File: src/rtl/serial_subtractor_if.sv
// ============================================================================
// serial_subtractor_if : operand/result bundle for the bit-serial subtractor
// Revision 1.0 - initial release
// ============================================================================
`default_nettype none

interface serial_subtractor_if #(
  parameter int WIDTH = 8
);
  logic             start;
  logic [WIDTH-1:0] a;
  logic [WIDTH-1:0] b;
  logic             bin;
  logic             busy;
  logic             d_bit;
  logic             d_valid;
  logic [WIDTH-1:0] diff;
  logic             bout;
  logic             done;

  modport master (
    output start, a, b, bin,
    input  busy, d_bit, d_valid, diff, bout, done
  );

  modport slave (
    input  start, a, b, bin,
    output busy, d_bit, d_valid, diff, bout, done
  );
endinterface

`default_nettype wire

File: src/rtl/serial_subtractor.sv
// ============================================================================
// serial_subtractor : LSB-first bit-serial a - b - bin, one bit per clock
// Revision 1.0 - initial release
// ============================================================================
`default_nettype none

module serial_subtractor #(
  parameter int WIDTH = 8
) (
  input  logic                clk,
  input  logic                rst_n,
  serial_subtractor_if.slave  bus
);

  localparam int CNT_W = (WIDTH > 1) ? $clog2(WIDTH) : 1;

  typedef enum logic [1:0] {
    IDLE  = 2'd0,
    SHIFT = 2'd1,
    DONE  = 2'd2
  } state_t;

  state_t           state;
  state_t           state_next;
  logic [WIDTH-1:0] a_q;
  logic [WIDTH-1:0] b_q;
  logic [WIDTH-1:0] diff_q;
  logic [CNT_W-1:0] cnt;
  logic             br;
  logic             bout_q;

  logic             cur_a;
  logic             cur_b;
  logic             d;
  logic             br_next;
  logic             last_bit;

  // Full-subtractor cell on the bit selected by the counter
  always_comb begin
    cur_a    = a_q[cnt];
    cur_b    = b_q[cnt];
    d        = cur_a ^ cur_b ^ br;
    br_next  = (~cur_a & cur_b) | (~(cur_a ^ cur_b) & br);
    last_bit = (cnt == CNT_W'(WIDTH - 1));
  end

  always_ff @(posedge clk or negedge rst_n) begin
    if (!rst_n) begin
      state <= IDLE;
    end else begin
      state <= state_next;
    end
  end

  always_comb begin
    state_next = state;
    case (state)
      IDLE:    if (bus.start) state_next = SHIFT;
      SHIFT:   if (last_bit)  state_next = DONE;
      DONE:    state_next = IDLE;
      default: state_next = IDLE;
    endcase
  end

  always_ff @(posedge clk or negedge rst_n) begin
    if (!rst_n) begin
      a_q    <= '0;
      b_q    <= '0;
      diff_q <= '0;
      cnt    <= '0;
      br     <= 1'b0;
      bout_q <= 1'b0;
    end else begin
      case (state)
        IDLE: begin
          if (bus.start) begin
            a_q    <= bus.a;
            b_q    <= bus.b;
            br     <= bus.bin;
            cnt    <= '0;
            diff_q <= '0;
          end
        end
        SHIFT: begin
          diff_q[cnt] <= d;
          br          <= br_next;
          cnt         <= cnt + CNT_W'(1);
          if (last_bit) begin
            bout_q <= br_next;
          end
        end
        default: begin
        end
      endcase
    end
  end

  assign bus.busy    = (state == SHIFT);
  assign bus.d_valid = (state == SHIFT);
  assign bus.d_bit   = (state == SHIFT) & d;
  assign bus.done    = (state == DONE);
  assign bus.diff    = diff_q;
  assign bus.bout    = bout_q;

endmodule

`default_nettype wire

File: src/flat_wrapper.sv
// flat-port wrapper written by rule: the top's interface ports become plain ports
module serial_subtractor_flat 
#(
  parameter int WIDTH = 8
)
  (clk, rst_n, bus_start, bus_a, bus_b, bus_bin, bus_busy, bus_d_bit, bus_d_valid, bus_diff, bus_bout, bus_done);
  serial_subtractor_if #(.WIDTH(WIDTH)) bus_i ();
  input  logic clk;
  input  logic rst_n;
  input wire logic [$bits(bus_i.start)-1:0] bus_start;
  input wire logic [$bits(bus_i.a)-1:0] bus_a;
  input wire logic [$bits(bus_i.b)-1:0] bus_b;
  input wire logic [$bits(bus_i.bin)-1:0] bus_bin;
  output wire logic [$bits(bus_i.busy)-1:0] bus_busy;
  output wire logic [$bits(bus_i.d_bit)-1:0] bus_d_bit;
  output wire logic [$bits(bus_i.d_valid)-1:0] bus_d_valid;
  output wire logic [$bits(bus_i.diff)-1:0] bus_diff;
  output wire logic [$bits(bus_i.bout)-1:0] bus_bout;
  output wire logic [$bits(bus_i.done)-1:0] bus_done;
  assign bus_i.start = bus_start;
  assign bus_i.a = bus_a;
  assign bus_i.b = bus_b;
  assign bus_i.bin = bus_bin;
  assign bus_busy = bus_i.busy;
  assign bus_d_bit = bus_i.d_bit;
  assign bus_d_valid = bus_i.d_valid;
  assign bus_diff = bus_i.diff;
  assign bus_bout = bus_i.bout;
  assign bus_done = bus_i.done;
  serial_subtractor #(.WIDTH(WIDTH)) u_core (.clk(clk), .rst_n(rst_n), .bus(bus_i));
endmodule
File: config.mk
export PLATFORM = sky130hd
export DESIGN_NAME = serial_subtractor_flat
export DESIGN_NICKNAME = d
export VERILOG_FILES = /design/src/rtl/serial_subtractor_if.sv /design/src/rtl/serial_subtractor.sv /design/src/flat_wrapper.sv
export SDC_FILE = /design/constraint.sdc
export NUM_CORES = 1
export LEC_CHECK = 0
export CORE_UTILIZATION = 45
export CTS_CLUSTER_DIAMETER = 150
export CTS_CLUSTER_SIZE = 30
export DETAILED_ROUTE_END_ITERATION = 12
export PLACE_DENSITY_LB_ADDON = 0.2
export SLEW_MARGIN = 20
export SYNTH_ARGS = -nofsm -noshare
export SYNTH_HDL_FRONTEND = slang
export SYNTH_SLANG_ARGS = --single-unit
File: constraint.sdc
create_clock -name clk -period 2 [get_ports clk]
set_input_delay 0.2 -clock clk [delete_from_list [all_inputs] [get_ports clk]]
set_output_delay 0.2 -clock clk [all_outputs]
set_load 0.03 [all_outputs]
# Word-level counts from Yosys, hierarchy flattened
# Cells that the tools add are included.
[word_totals]
in_bits = 20
register_bits = 31
wordCells = 46
[op_classes]
n_reduce_logical = 7
n_mux = 16
n_bitwise = 8
magnitude_cmp = 2
n_addsub = 1
eq_ne = 5
[ops]
columns = ["cell", "count"]
rows = [
  ["case mux 8 bit (2 select lines)", 1],
  ["bitwise mux 8 bit", 1],
  ["2-to-1 mux 8 bit", 1],
  ["AND reduction 2 bit", 4],
  ["binary-select mux 1 bit (select 3 bit)", 2],
  ["case mux 3 bit (2 select lines)", 1],
  ["less-than comparator 3 x 4 -> 1 bit, second input constant", 1],
  ["2-to-1 mux 1 bit", 4],
  ["2-to-1 mux 2 bit", 2],
  ["case mux 2 bit (2 select lines)", 1],
  ["adder 3 x 1 -> 3 bit, second input constant", 1],
  ["AND 1 bit", 3],
  ["demux 1 bit (select 3 bit)", 1],
  ["equality test 3 bit, second input constant", 1],
  [">= comparator 3 x 1 -> 1 bit, second input constant", 1],
  ["2-to-1 mux 3 bit", 1],
  ["equality test 2 x 1 -> 1 bit, second input constant", 1],
  ["equality test 2 bit, second input constant", 1],
  ["zero test 2 bit", 1],
  ["inequality test 2 x 1 -> 1 bit, second input constant", 1],
  ["inequality test 2 bit, second input constant", 1],
  ["NOT 1 bit", 2],
  ["case mux 1 bit (2 select lines)", 1],
  ["nonzero test 2 bit", 1],
  ["3 further kinds", 4],
]

# Logic depth before layout (Yosys ltp)
[depth]
word_depth = 7
ltp_mapped = 9
depth_no_buf = 7

# Worst setup path before layout
# No wires, ideal clock.
[synth_path]
path_type = "register to register"
from = "register u_core.cnt[1]"
to = "register u_core.diff_q[0] (netlist: u_core.bus.diff[0])"
setup_time_ps = 122
path_stages_with_launch = 9
arrival_ps = 2114
required_time_ps = 1878
path_slack_ps = -236
cell_sequence = "dfrtp_1 buf_2 buf_2 nand3_1 a21oi_1 a2111oi_1 fa_1 nor3b_4 a32o_1"
[synth_between]
elab_chain_cells = 6
word_cells_on_any_way = 13
cone_classes = "order compare: 2; mux: 8; bitwise: 2; reduce/logical: 1"
[synth_lines]
columns = ["element", "line", "text"]
rows = [
  ["from (decl)", "serial_subtractor.sv:28", "logic [CNT_W-1:0] cnt;"],
  ["from (signal assigned)", "serial_subtractor.sv:87", "cnt <= cnt + CNT_W'(1);"],
  ["less-than comparator 3 x 4 -> 1 bit (implied by the code) (tied with other cells)", "serial_subtractor.sv:85", "diff_q[cnt] <= d;"],
  ["logical AND 1 bit (implied by the code) (tied with other cells)", "serial_subtractor.sv:85", ""],
  ["2-to-1 mux 1 bit (implied by the code) / XOR 1 bit (equally long branches)", "serial_subtractor.sv:85, serial_subtractor.sv:42", ""],
  ["demux 1 bit (select 3 bit) / XOR 1 bit (equally long branches)", "n/a", ""],
  ["bitwise mux 8 bit (*)", "serial_subtractor.sv:85", ""],
  ["case mux 8 bit (2 select lines) (*)", "serial_subtractor.sv:74", "case (state)"],
  ["to (signal assigned)", "serial_subtractor.sv:69", "diff_q <= '0;"],
  ["to (signal assigned)", "serial_subtractor.sv:81", "diff_q <= '0;"],
  ["to (signal, indexed assignment)", "serial_subtractor.sv:85", ""],
  ["to (decl)", "serial_subtractor.sv:27", "logic [WIDTH-1:0] diff_q;"],
]
# Mark *: on every way between the ends. The rest lies on a longest branch, timed or not. The select of a mux whose other input is x is not followed.
# A chain may end at the register's enable or synchronous reset.

# Final worst setup path
[layout_path]
from = "register u_core.cnt[2]"
to = "output bus_d_bit"
[layout_between]
elab_chain_cells = 5
word_cells_on_any_way = 7
cone_classes = "mux: 4; bitwise: 3"
[layout_lines]
columns = ["element", "line", "text"]
rows = [
  ["binary-select mux 1 bit (select 3 bit) (on tied branches)", "serial_subtractor.sv:40, serial_subtractor.sv:41", ""],
  ["2-to-1 mux 1 bit (on tied branches)", "serial_subtractor.sv:40, serial_subtractor.sv:41", ""],
  ["XOR 1 bit (*) (2 in series)", "serial_subtractor.sv:42", "d = cur_a ^ cur_b ^ br;"],
  ["AND 1 bit (*)", "serial_subtractor.sv:100", "assign bus.d_bit = (state == SHIFT) & d;"],
  ["to (decl)", "flat_wrapper.sv:15", "output wire logic [$bits(bus_i.d_bit)-1:0] bus_d_bit;"],
]
# Marks and branches as above.

==> summary.md <==
| Metric | Value |
|---|---|
| Post-synth top area cell | dfrtp_1 |
| Slew @ Worst Pin | 0.532 ns |
| Reg2reg setup slack | -0.36 ns |
| Cell area after synthesis | 1580 sq um |
| Crit end category | output port |
| Skew final | 0.0151 ns |
| Internal | 2.42 mW |
| Synth top area cells | dfrtp_1 (49%), mux2_2 (11%), mux2i_1 (2.5%), o21ai_0 (2.5%), nor3b_4 (2.4%) |
| DRT iter0 DRCs | 58 |
| Yosys reg bits | 31 |
| Wire per inst | 13.8 um |
| Sw Pwr | 1.62 mW |
| Residual DRC count | 0 |
| Leakage | 0.931 nW |
| Worst setup SP type | flip-flop |
| Worst-path cell chain | or3b_2 > a21oi_2 > a2111oi_4 > fa_2 > and2_4 > buf_6 |
| Share of cells above drive strength 1 | 35.9% |
| Tot Pwr | 4.04 mW |
| Main synth FF type | dfrtp_1 |
| Top-count cell post-synth | dfrtp_1 |
| CTS tree | built |
| Fin crit period | 2.51 ns |
| Failing checks | setup timing |
| Switch share | 40.1% |
| Die ar. | 3750 sq um |
| Largest net degree at the start of global routing | 32 |
| Clock slew at reported path FFs | 0.10 ns |
| Number of synthesized flops with an enable pin | 0 |
| I/O pins | 33 |
| Final-report max-slew violation count | 0 |
| Hold_buf cts | 0 |
| Nets | 207 |
| Arrival time at the worst endpoint | 2.31 ns |
| Worst-path maximum fanout | 4 |
| Synth cell count leaders | dfrtp_1 (31), mux2_2 (16), inv_1 (8), o21ai_0 (8), a21oi_1 (7) |
| Area growth, synth to finish | 39.9% |
| F_max | 399 MHz |
| GRT Util Overall | 20.3% |
| CTS max path bufs | 2 |
| DR vias | 1229 |
| Ant. Diodes | 0 |
| RSZ-0062 raised after global routing | yes |
| Peak supply drop | 0.752 mV |
| Syn nets | 156 |
| Final WS setup | -0.509 ns |
| Port-buffer cells | 32 |
| Final hold violation count | 0 |
| Crit-path slowest cell | fa_2 |
| Setup TNS | -2.81 ns |
| Initial antenna violation count | 0 |
| Crit. Startpoint | u_core.cnt[2] |
| Avg Vias per Cell | 5.34 |
| Clk_lat worst skew | 0.33 ns |
| Synth top area share | 49.1% |
| Status | finished with violations |
| PD cells | 1830 nW/um^2 |
| Vias in the first global route | 1189 |
| Hold Crit Class | primary input to asynchronous set/reset pin |
| Sequential fraction of the synthesis area | 49.1% |
| Die Width | 61.2 um |
| Mean Syn Cell Area | 11.9 sq um |
| CTS root buf | clkbuf_4 |
| Yosys cell types | 35 |
| Final setup viols | 9 |
| Util after Layout | 66.2% |
| Yosys warning count | 0 |
| Post-synthesis async set-or-reset flop share | 100% |
| Worst path required time | 1.80 ns |
| Clock Sink Count | 31 |
| Delay of the slowest cell on the worst path | 0.56 ns |
| Mapped Cells | 133 |
| Total CTS buffers | 5 |
| Gate power share | 63.8% |
| First-pass GRT wire length | 5.44 mm |
| Dpl ws | -0.672 ns |
| Initial core utilization | 47.3% |
| Crit path kind | flip-flop to output port |
| Grt ovf | 0 |
| Final WL | 3.17 mm |
| Clk pwr share | 9.1% |
| R2r endpoint | u_core.bus.diff[0] |
| Dpl hpwl | 2.33 mm |
| Antenna Nets Post-Route | 0 |
| Max cap viols | 0 |
| GPL Wtd Cong | 0.774 |
| R2R Path Start | u_core.cnt[2] |
| FP Rows | 21 |
| Worst reg2reg path depth | 7 |
| Tcrit/Tclk final | 125% |
| DRT Pass-1 Iters | 4 |
| Hold_ws | 0.239 ns |
| Slew margin rel. | 64.5% |
| Sequential share of power | 27.0% |
| H-tree levels | 2 |
| Die Ht | 61.2 um |
| Core area | 3340 sq um |
## placed cells by master, fill, tap and decap left out, types with 2 or more instances in the layout
| cell | Yosys | routed |
|---|---|---|
| a21oi_1 | 7 | 5 |
| a32o_1 | 3 | 3 |
| buf_4 | 2 | 17 |
| buf_6 | 3 | 5 |
| clkbuf_4 | 0 | 5 |
| clkdlybuf4s50_1 | 0 | 29 |
| dfrtp_1 | 31 | 30 |
| dlygate4sd2_1 | 0 | 2 |
| ha_1 | 2 | 2 |
| inv_1 | 8 | 7 |
| mux2_2 | 16 | 16 |
| mux2i_1 | 4 | 4 |
| nand2_1 | 6 | 5 |
| nand2b_1 | 3 | 2 |
| nand3_1 | 4 | 3 |
| nand3b_1 | 3 | 3 |
| nor2_1 | 2 | 2 |
| nor2b_1 | 2 | 2 |
| nor3b_1 | 3 | 2 |
| nor3b_4 | 2 | 2 |
| o21ai_0 | 8 | 8 |
| o21bai_1 | 2 | 2 |
| o32ai_2 | 0 | 3 |
## logic make-up after synthesis
family,after synthesis,share of synthesized area [%]
and+or+nand+nor,31,13.3
DFF,31,49.1
AOI/OAI and AO/OA,29,12.5
muxes,21,15.4
buffers and inverters,18,6.81
adders and majority gates,3,2.85
## sequential cells by signal, indices dropped and copies added, names as in the netlist
signal,count
u_core.a_q,8
u_core.state,2
u_core.br,1
u_core.bus.bout,1
u_core.cnt,3
u_core.b_q,8
u_core.bus.diff,8
## area by class of cell
| class | instances | area, sq um |
|---|---|---|
| inverters | 9 | 41.3 |
| clock buffers | 6 | 51.3 |
| fillers | 259 | 1130 |
| clock inverters | 1 | 5.00 |
| repair buffers | 53 | 492 |
| multi-input cells | 84 | 786 |
| well taps | 46 | 57.6 |
| flip-flops and latches | 31 | 777 |
## worst max-delay path, delay by kind of cell (launching register included)
| family | cells | cell delay (ns) |
|---|---|---|
| compound gates | 2 | 0.25 |
| fa+ha+maj | 1 | 0.56 |
| buf+inv | 1 | 0.12 |
| flops | 1 | 0.42 |
| simple gates | 2 | 0.63 |
## through the flow
stage	instance area (sq um)	instances
after floorplan	1600	133
after global placement	2040	220
after detailed placement	2040	220
after CTS	2190	231
after global routing	2210	230
final	2210	230
## what timing repair did
item	CTS	global route
cloned	0	0
pin swaps	5	4
hold endpoints to repair	0	0
endpoints found under the setup margin	12	10
gates resized for setup	24	5
setup buffers	4	0
## routing by layer
| layer | up-vias | part of all wire (%) | track usage, % | routed length [um] |
|---|---|---|---|---|
| met5 | - | 0 | 0 | 0 |
| met3 | 6 | 3.9 | 6.30 | 123 |
| met1 | 617 | 44 | 26.0 | 1380 |
| li1 | 580 | - | - | - |
| met2 | 26 | 51 | 32.6 | 1620 |
| met4 | 0 | 1.4 | 7.47 | 45 |
## worst max-delay path by stage
stage	end	slack (ns)	depth (start not counted)
final	bus_d_bit	-0.51	6
after CTS	bus_d_bit	-0.53	7
after detailed placement	bus_d_bit	-0.67	7
after floorplan	u_core.bus.diff[0]	-0.15	7
after global placement	bus_d_bit	-0.60	7
after global routing	bus_d_bit	-0.60	7
## power by group through the flow
stage,registers (mW),logic [mW],clock network [mW]
finish,1.09,2.58,0.369
global route,1.13,2.84,0.415
CTS,1.10,2.63,0.383
detailed placement,1.10,2.24,0
global placement,1.09,2.17,0
floorplan,1.14,1.45,0
Note: power is estimated with default switching activity, not from simulation.
